==> src/rtl/sha1_pkg.sv <==
// Shared definitions for the SHA-1 job scheduler.
//   - state_e  : scheduler FSM states
//   - WordW    : message word width
//   - NumWords : words per 512-bit block
//   - DigestW  : digest width
//   - BlockW   : assembled block width
package sha1_pkg;

  localparam int unsigned WordW    = 32;
  localparam int unsigned NumWords = 16;
  localparam int unsigned DigestW  = 160;
  localparam int unsigned BlockW   = WordW * NumWords;

  typedef enum logic [2:0] {
    StIdle,
    StLoad,
    StKick,
    StRun,
    StResp
  } state_e;

endpackage

==> src/rtl/rr_arb2.sv <==
// Two-way round-robin grant.
//   request[1:0] in  : requesters currently asking
//   last         in  : index of the requester served most recently
//   grant[1:0]   out : one-hot grant, or zero when nobody asks
module rr_arb2 (
  input  logic [1:0] request,
  input  logic       last,
  output logic [1:0] grant
);

  always_comb begin
    grant = request;
    // On a tie, favour the requester that was not served last.
    if (request == 2'b11) begin
      grant = last ? 2'b01 : 2'b10;
    end
  end

endmodule

==> src/rtl/sha1_sched.sv <==
// Arbitrates two requesters onto one external SHA-1 engine: collects a
// 16-word block from the granted requester, pulses the engine reset, runs
// the engine with a timeout, and holds the result until acknowledged.
//   wb_clk_i, reset       : clock, asynchronous active-high reset
//   req_valid/data/ready  : per-requester word offer and acceptance
//   rsp_valid/ack         : per-requester result handshake
//   rsp_digest/rsp_error  : result payload (error = timeout)
//   core_reset/on/msg     : engine control and assembled block
//   core_digest/finish    : engine result
//   busy                  : scheduler is not idle
module sha1_sched
  import sha1_pkg::*;
#(
  parameter int unsigned TIMEOUT = 255,
  parameter int unsigned NREQ    = 2
) (
  input  logic                    wb_clk_i,
  input  logic                    reset,
  input  logic [NREQ-1:0]         req_valid,
  input  logic [WordW*NREQ-1:0]   req_data,
  output logic [NREQ-1:0]         req_ready,
  output logic [NREQ-1:0]         rsp_valid,
  input  logic [NREQ-1:0]         rsp_ack,
  output logic [DigestW-1:0]      rsp_digest,
  output logic                    rsp_error,
  output logic                    core_reset,
  output logic                    core_on,
  output logic [BlockW-1:0]       core_msg,
  input  logic [DigestW-1:0]      core_digest,
  input  logic                    core_finish,
  output logic                    busy
);

  localparam int unsigned CntW = $clog2(TIMEOUT + 1);

  state_e              r_state;
  state_e              w_state_d;
  logic [1:0]          r_grant;
  logic [1:0]          w_arb_grant;
  logic                r_last;
  logic [3:0]          r_widx;
  logic [CntW-1:0]     r_cnt;
  logic [BlockW-1:0]   r_msg;
  logic [DigestW-1:0]  r_digest;
  logic                r_error;
  logic                r_rst_hold;
  logic [WordW-1:0]    w_lane;
  logic                w_accept;
  logic                w_timeout;
  logic                w_ack;

  rr_arb2 u_arb (
    .request (req_valid),
    .last    (r_last),
    .grant   (w_arb_grant)
  );

  assign w_lane    = r_grant[1] ? req_data[2*WordW-1:WordW] : req_data[WordW-1:0];
  assign w_accept  = (r_state == StLoad) && |(req_valid & r_grant);
  // Counter holds the number of RUN cycles already completed, so this is the
  // TIMEOUT-th RUN cycle.
  assign w_timeout = (r_cnt == CntW'(TIMEOUT - 1));
  assign w_ack     = (r_state == StResp) && |(rsp_ack & r_grant);

  always_comb begin
    w_state_d = r_state;
    case (r_state)
      StIdle:  if (|req_valid) w_state_d = StLoad;
      StLoad:  if (w_accept && (r_widx == 4'd15)) w_state_d = StKick;
      StKick:  w_state_d = StRun;
      StRun:   if (core_finish || w_timeout) w_state_d = StResp;
      StResp:  if (w_ack) w_state_d = StIdle;
      default: w_state_d = StIdle;
    endcase
  end

  always_ff @(posedge wb_clk_i or posedge reset) begin
    if (reset) begin
      r_state <= StIdle;
    end else begin
      r_state <= w_state_d;
    end
  end

  always_ff @(posedge wb_clk_i or posedge reset) begin
    if (reset) begin
      r_grant    <= 2'b00;
      r_last     <= 1'b1;
      r_widx     <= 4'd0;
      r_cnt      <= '0;
      r_msg      <= '0;
      r_digest   <= '0;
      r_error    <= 1'b0;
      r_rst_hold <= 1'b1;
    end else begin
      // Keeps the engine in reset for the first cycle after release.
      r_rst_hold <= 1'b0;
      r_cnt      <= '0;
      case (r_state)
        StIdle: begin
          if (|req_valid) r_grant <= w_arb_grant;
        end
        StLoad: begin
          if (w_accept) begin
            r_msg[{r_widx, 5'd0} +: WordW] <= w_lane;
            r_widx <= r_widx + 4'd1;
          end
        end
        StRun: begin
          if (r_cnt != '1) r_cnt <= r_cnt + CntW'(1);
          if (core_finish) begin
            r_digest <= core_digest;
            r_error  <= 1'b0;
          end else if (w_timeout) begin
            r_digest <= '0;
            r_error  <= 1'b1;
          end
        end
        StResp: begin
          if (w_ack) r_last <= r_grant[1];
        end
        default: ;
      endcase
    end
  end

  always_comb begin
    req_ready  = '0;
    rsp_valid  = '0;
    core_on    = 1'b0;
    core_reset = r_rst_hold;
    busy       = (r_state != StIdle);
    case (r_state)
      StLoad:  req_ready  = r_grant;
      StKick:  core_reset = 1'b1;
      StRun:   core_on    = 1'b1;
      StResp:  rsp_valid  = r_grant;
      default: ;
    endcase
  end

  assign core_msg   = r_msg;
  assign rsp_digest = r_digest;
  assign rsp_error  = r_error;

endmodule

==> config.mk <==
export PLATFORM = sky130hd
export DESIGN_NAME = sha1_sched
export DESIGN_NICKNAME = d
export VERILOG_FILES = /design/src/rtl/sha1_pkg.sv /design/src/rtl/rr_arb2.sv /design/src/rtl/sha1_sched.sv
export SDC_FILE = /design/constraint.sdc
export NUM_CORES = 1
export LEC_CHECK = 0
export CORE_AREA = 2 2 356 358
export CTS_BUF_LIST = sky130_fd_sc_hd__clkbuf_4
export DETAILED_ROUTE_END_ITERATION = 12
export DIE_AREA = 0 0 358 360
export GPL_ROUTABILITY_DRIVEN = 1
export GPL_TIMING_DRIVEN = 0
export SLEW_MARGIN = 20
export SYNTH_ARGS = -nofsm -noshare
export SYNTH_HDL_FRONTEND = slang
export SYNTH_SLANG_ARGS = --single-unit
export TNS_END_PERCENT = 50
==> constraint.sdc <==
create_clock -name wb_clk_i -period 55.5 [get_ports wb_clk_i]
set_input_delay 5.55 -clock wb_clk_i [delete_from_list [all_inputs] [get_ports wb_clk_i]]
set_output_delay 5.55 -clock wb_clk_i [all_outputs]
set_load 0.005 [all_outputs]
==> metrics.md, run 1 <==
| Metric | Value |
|---|---|
| Status | complete, no violations |
| Root Buffer Master | clkbuf_4 |
| Peak Freq | 107 MHz |
| Antenna violations before repair | 13 |
| Vias in the first global route | 21.6k |
| Synth Instances | 1835 |
| Row count | 130 |
| WL met1 | 51200 um |
| Period utilization | 16.8% |
| Sequential share of the synthesized area | 64.0% |
| Number of synthesized flops with an enable pin | 0 |
| Via/cell ratio | 4.32 |
| Clock buffer depth | 3 |
| Worst Hold Slack | 0.478 ns |
| R2R depth | 9 |
| Setup_tns | 0 ns |
| VDD IR max | 17.7 uV |
| Tmin final | 9.33 ns |
| Post-CTS setup buffer count | 0 |
| Yosys Warn Count | 0 |
| Most used flip-flop cell after synthesis | dfrtp_1 |
| Hold buffers post-CTS | 0 |
| Initial DRC Count | 1245 |
| First-pass DRT Iterations | 5 |
| Final antenna-violating net count | 0 |
| Fin area | 41000 um2 |
| Hold Crit Class | flop to flop |
| DP HPWL | 93500 um |
| Synthesized cell area | 27000 um2 |
| Yosys top cell by area | dfrtp_1 |
| CORE AREA | 125000 um2 |
| Vias | 20.5k |
| Placed inst area | 38600 um2 |
| WL per Instance | 25.3 um |
| DIE WIDTH | 358 um |
| Avg Cell Area, Syn | 14.7 um2 |
| Max_cap viols | 0 |
| DIE HEIGHT | 360 um |
| Critical path peak fanout | 10 |
| Critical Path End Type | primary output |
| Top post-synthesis cells by area | dfrtp_1 (64%), mux2_2 (20%), a22o_1 (5.2%) |
| Register-to-register setup slack | 51.87 ns |
| GP Congestion | 0.884 |
| Static Leakage | 19.0 nW |
| Ports | 911 |
| First-pass GRT wire length | 167000 um |
| Metal2 WL | 53900 um |
| DRT Wirelength | 120000 um |
| FF-to-FF End | core_msg[203] |
| Worst EP arrival | 3.78 ns |
| R2R Path Start | r_widx[0] |
| Fin Clk Skew | 0.113 ns |
| Syn Nets | 2071 |
| CTS sink count | 692 |
| CP startpoint kind | flop |
| # DRC | 0 |
| Finish-stage setup viols | 0 |
| Final Power | 1.01 mW |
| Skew-Pair Late Insertion Delay | 1.23 ns |
| CTS tree | yes |
| Synth top area share | 63.8% |
| Post-synthesis register bit count | 692 |
| H-tree Lvls | 4 |
| PortBufs | 910 |
| Met3 WL | 11700 um |
| GRT Overall Usage | 18.4% |
| Total global routing overflow | 0 |
| Die ar. | 129000 um2 |
| Crit path from | r_grant[1] |
| Final setup margin | 46.17 ns |
| Pin count of the biggest net entering global routing | 106 |
| Unique masters post-synth | 48 |
| Worst Max-Slew Pin Slew | 1.09 ns |
| # nets final | 3194 |
| Async S/R FF share, synth | 100% |
| Clock-pin slew on the worst setup and hold paths | 0.06 ns |
| Relative slew slack | 25.3% |
| Initial Utilization | 21.6% |
| Pwr dens | 24.7 nW/um2 |
| Worst EP required | 49.95 ns |
| RSZ-0062 raised after global routing | no |
| Crit path kind | flop to primary output |
| CTS buffer count | 194 |
| Place WS | 46.66 ns |
| PostCTS Resize Cnt | 0 |
| Crit path to | rsp_valid[1] |
| Area grow syn2layout | 51.8% |
| Top layer in use | met4 |
| Final Hold Fails | 0 |
| Share of layout cells above drive strength 1 | 29.7% |
| Slew Viols, Final | 0 |
-- worst min path at each step --
stage / start / endpoint / depth (start not counted)
floorplan: core_msg[256] / core_msg[256] / 2
global placement: core_msg[271] / core_msg[271] / 2
detailed placement: core_msg[260] / core_msg[260] / 2
CTS: core_msg[260] / core_msg[260] / 2
global route: core_msg[507] / core_msg[507] / 1
finish: core_msg[264] / core_msg[264] / 2
-- cell usage in the layout (no fill, tap or decap), types with 7 or more instances in the layout --
cell type	Yosys	routed
clkbuf_4	0	281
clkbuf_1	52	49
mux2i_2	0	16
clkinv_2	0	7
dfrtp_1	690	690
mux2_4	30	30
buf_2	56	56
o21ai_0	35	35
a22o_1	162	162
buf_6	4	12
nand3_1	9	9
nand2_1	45	45
clkdlybuf4s50_1	0	910
mux2_2	470	470
diode_2	0	19
buf_16	0	7
mux2i_1	32	15
mux2_1	12	12
nand4_1	8	8
clkinv_1	0	25
nor2_1	150	150
-- stage by stage --
step,utilization [%],instances
3_5_place_dp,30.9,4412
4_1_cts,32.8,4740
5_1_grt,32.8,4753
3_3_place_gp,30.6,4395
6_report,32.9,4759
2_1_floorplan,-,1835
-- synthesized netlist by cell type (2+ instances only) --
library cell  count
nor3b_1           2
or3_1             2
xor2_1            6
ha_1              5
dfstp_2           2
nand2b_1          3
mux2i_1          32
xnor2_1           6
dfrtp_1         690
inv_1             6
a21o_1            3
and3_1            4
o21ai_0          35
a22o_1          162
or2_2             3
nand2_1          45
nand4_1           8
buf_6             4
nand3_1           9
mux2_1           12
clkbuf_1         52
a31oi_1           4
nor2b_1           2
mux2_4           30
mux2_2          470
and2_1            4
buf_2            56
buf_4             4
nor2_1          150
a21oi_1           6
-- critical path, stage by stage, from the launching register on --
cell and delay [ns]:
dfrtp_1 0.31, buf_2 0.21, buf_2 0.61, clkbuf_2 0.55
and3_1 0.28, clkdlybuf4s50_1 0.57
-- metal layers --
metal / global-route usage (%) / vias to the layer above
li1: - / 8978
met1: 23.1 / 10500
met2: 27.9 / 863
met3: 7.86 / 168
met4: 6.91 / 0
met5: 0 / -
-- where the power goes --
group	internal (mW)	leakage [nW]	switching, mW
Clock	0.233	1.43	0.234
Combinational	0.0185	7.97	0.0239
Sequential	0.505	9.65	0.00000802
-- final cells by class --
cell class	count	area (um2)
Clock buffer	281	2110
Clock inverter	47	273
Tap cell	1650	2060
Timing Repair Buffer	927	9410
Multi-Input combinational cell	1020	9240
Inverter	6	30.0
Fill cell	12600	83900
Sequential cell	692	17300
Antenna cell	19	47.5
Buffer	117	558
-- sequential cells by signal, summed over array words and instances, names as in the netlist --
register    cells
r_state         3
rsp_digest    160
core_msg      512
r_grant         2
r_last          1
r_widx          4
r_rst_hold      1
rsp_error       1
r_cnt           8
-- kinds of logic (layout without fill, tap and decap cells) --
group	count (synthesis)	after routing	synth area share, %
buffers and inverters	123	1378	2.13
other	1	20	0.0139
AND/OR/NAND/NOR	242	242	3.90
AO/OA/AOI/OAI	216	216	6.38
XOR/XNOR	12	12	0.389
adder cells (fa/ha/maj)	5	5	0.231
multiplexers	544	544	22.9
flip-flops	692	692	64.0
No activity file was read; power rests on OpenSTA's default activity.
==> inputs of run 2 (changes only) <==
==> constraint.sdc (replaced) <==
create_clock -name wb_clk_i -period 8.2 [get_ports wb_clk_i]
set_input_delay 0.82 -clock wb_clk_i [delete_from_list [all_inputs] [get_ports wb_clk_i]]
set_output_delay 0.82 -clock wb_clk_i [all_outputs]
set_load 0.005 [all_outputs]
==> run 2 against run 1 <==
  * Largest cell class unchanged
  * Hold slack got worse by 0.18 ns
  * Critical path type unchanged
  * Utilization is 0.29 points higher
  * Design area increased by 0.88%
  * Largest power group unchanged
==> metrics.md, run 2 (synthesis gave the netlist of run 1 again) <==
| Metric | Value |
|---|---|
| Status | complete, no violations |
| CP max stage delay | 0.58 ns |
| CP max stage cell | clkdlybuf4s50_1 |
| PortBufs | 910 |
| PostCTS Resize Cnt | 0 |
| Relative slew slack | 23.8% |
| Fin Clk Skew | 0.0997 ns |
| Place WS | 4.11 ns |
| VDD IR max | 109 uV |
| DRT Wirelength | 122000 um |
| Worst Max-Slew Pin Slew | 1.11 ns |
| Crit path kind | flop to primary output |
| Inst Count DP | 4427 |
| DP HPWL | 98300 um |
| Commonest non-fill, non-tap cell in the layout | clkdlybuf4s50_1 |
| Die ar. | 129000 um2 |
| Max_cap viols | 0 |
| Hold Crit Class | primary input to flop |
| Max FFs per register | 512 |
| Static Leakage | 19.2 nW |
| Antenna violations before repair | 56 |
| Vias in the first global route | 21.7k |
| Period utilization | 53.0% |
| Vias | 20.8k |
| RSZ-0062 raised after global routing | no |
| # DRC | 0 |
| Critical path peak fanout | 10 |
| Row count | 130 |
| Worst EP required | 7.38 ns |
| Initial DRC Count | 1036 |
| CP startpoint kind | flop |
| Via/cell ratio | 4.33 |
| Share of layout cells above drive strength 1 | 29.3% |
| Ports | 911 |
| CTS buffer count | 194 |
| CTS tree | yes |
| Clock-pin slew on the worst setup and hold paths | 0.06 ns |
| GP Congestion | 0.849 |
| Total global routing overflow | 0 |
| Finish-stage setup viols | 0 |
| DIE HEIGHT | 360 um |
| Final setup margin | 3.85 ns |
| CORE AREA | 125000 um2 |
| Pwr dens | 165 nW/um2 |
| First-pass GRT wire length | 168000 um |
| Worst Hold Slack | 0.302 ns |
| Post-layout util | 33.1% |
| Skew-Pair Late Insertion Delay | 1.13 ns |
| # nets final | 3210 |
| Commonest non-fill, non-tap cells in the layout | clkdlybuf4s50_1 (910), dfrtp_1 (690), mux2_2 (470) |
| Tmin final | 4.35 ns |
| CTS sink count | 692 |
| Most used cell, CP | buf_2 |
| Root Buffer Master | clkbuf_4 |
| First-pass DRT Iterations | 5 |
| Slew Viols, Final | 0 |
| WL per Instance | 25.3 um |
| Crit-path cells | buf_2 -> buf_2 -> clkbuf_1 -> and3_1 -> clkdlybuf4s50_1 |
| Non-filler instance count after layout | 4802 |
| Area grow syn2layout | 53.1% |
| Critical Path End Type | primary output |
| H-tree Lvls | 4 |
| DIE WIDTH | 358 um |
| Peak Freq | 230 MHz |
| Pin count of the biggest net entering global routing | 34 |
| Initial Utilization | 21.6% |
| GRT Overall Usage | 18.6% |
| Worst EP arrival | 3.53 ns |
| Final Hold Fails | 0 |
| Clock buffer depth | 3 |
| Final antenna-violating net count | 0 |
-- run 2: per-layer routing --
| layer | global-route usage [%] | vias to the layer above | share of wire [%] | wire length, um |
|---|---|---|---|---|
| met5 | 0 | - | 0.34 | 411 |
| met4 | 6.71 | 64 | 3.1 | 3800 |
| met3 | 7.20 | 242 | 8.6 | 10500 |
| met2 | 31.7 | 831 | 50 | 60600 |
| met1 | 20.9 | 10600 | 38 | 46400 |
| li1 | - | 9079 | - | - |
-- run 2: worst paths after layout --
check	from	endpoint	slack [ns]	cells after the start
min in group asynchronous	reset	core_msg[121]	0.67	3
worst max register to register	r_widx[0]	core_msg[174]	4.34	9
worst min register to register	core_msg[256]	core_msg[256]	0.48	2
worst min-delay path	core_digest[18]	rsp_digest[18]	0.30	2
worst max-delay path	r_grant[1]	rsp_valid[1]	3.85	5
max in group asynchronous	reset	rsp_digest[50]	5.03	12
-- run 2: cell type report --
class,instances,area (um2)
Antenna cell,24,60.1
Multi-Input combinational cell,1020,9200
Timing Repair Buffer,943,9760
Inverter,6,26.3
Fill cell,12600,83500
Clock buffer,271,2030
Clock inverter,79,384
Tap cell,1650,2060
Sequential cell,692,17300
Buffer,117,558
-- run 2: timing repair --
action | CTS | global route
endpoints found under the hold margin | 16 | 0
setup buffers | 0 | 0
hold buffers | 1 | 0
-- run 2: worst max-delay path, delay by kind of cell (launching register included) --
kind,cells,cell delay (ns)
flip-flops,1,0.31
buffers and inverters,4,1.90
AND/OR/NAND/NOR,1,0.28
-- run 2: stage by stage --
step	total power, mW	setup TNS, ns	cell area [um2]
final	6.83	0	41400
after floorplan	3.57	-1441.03	27000
after global placement	3.77	-4777.99	38200
after detailed placement	3.79	0	38900
after global routing	7.18	0	41400
after CTS	6.96	0	41300
-- run 2: report_power, final --
| part | total, mW | internal, mW | switching, mW | leakage, nW |
|---|---|---|---|---|
| clock network | 3.11 | 1.57 | 1.54 | 1.44 |
| registers | 3.41 | 3.41 | 0.0000385 | 9.65 |
| logic | 0.308 | 0.137 | 0.171 | 8.08 |
| total | 6.83 | 5.12 | 1.71 | 19.2 |
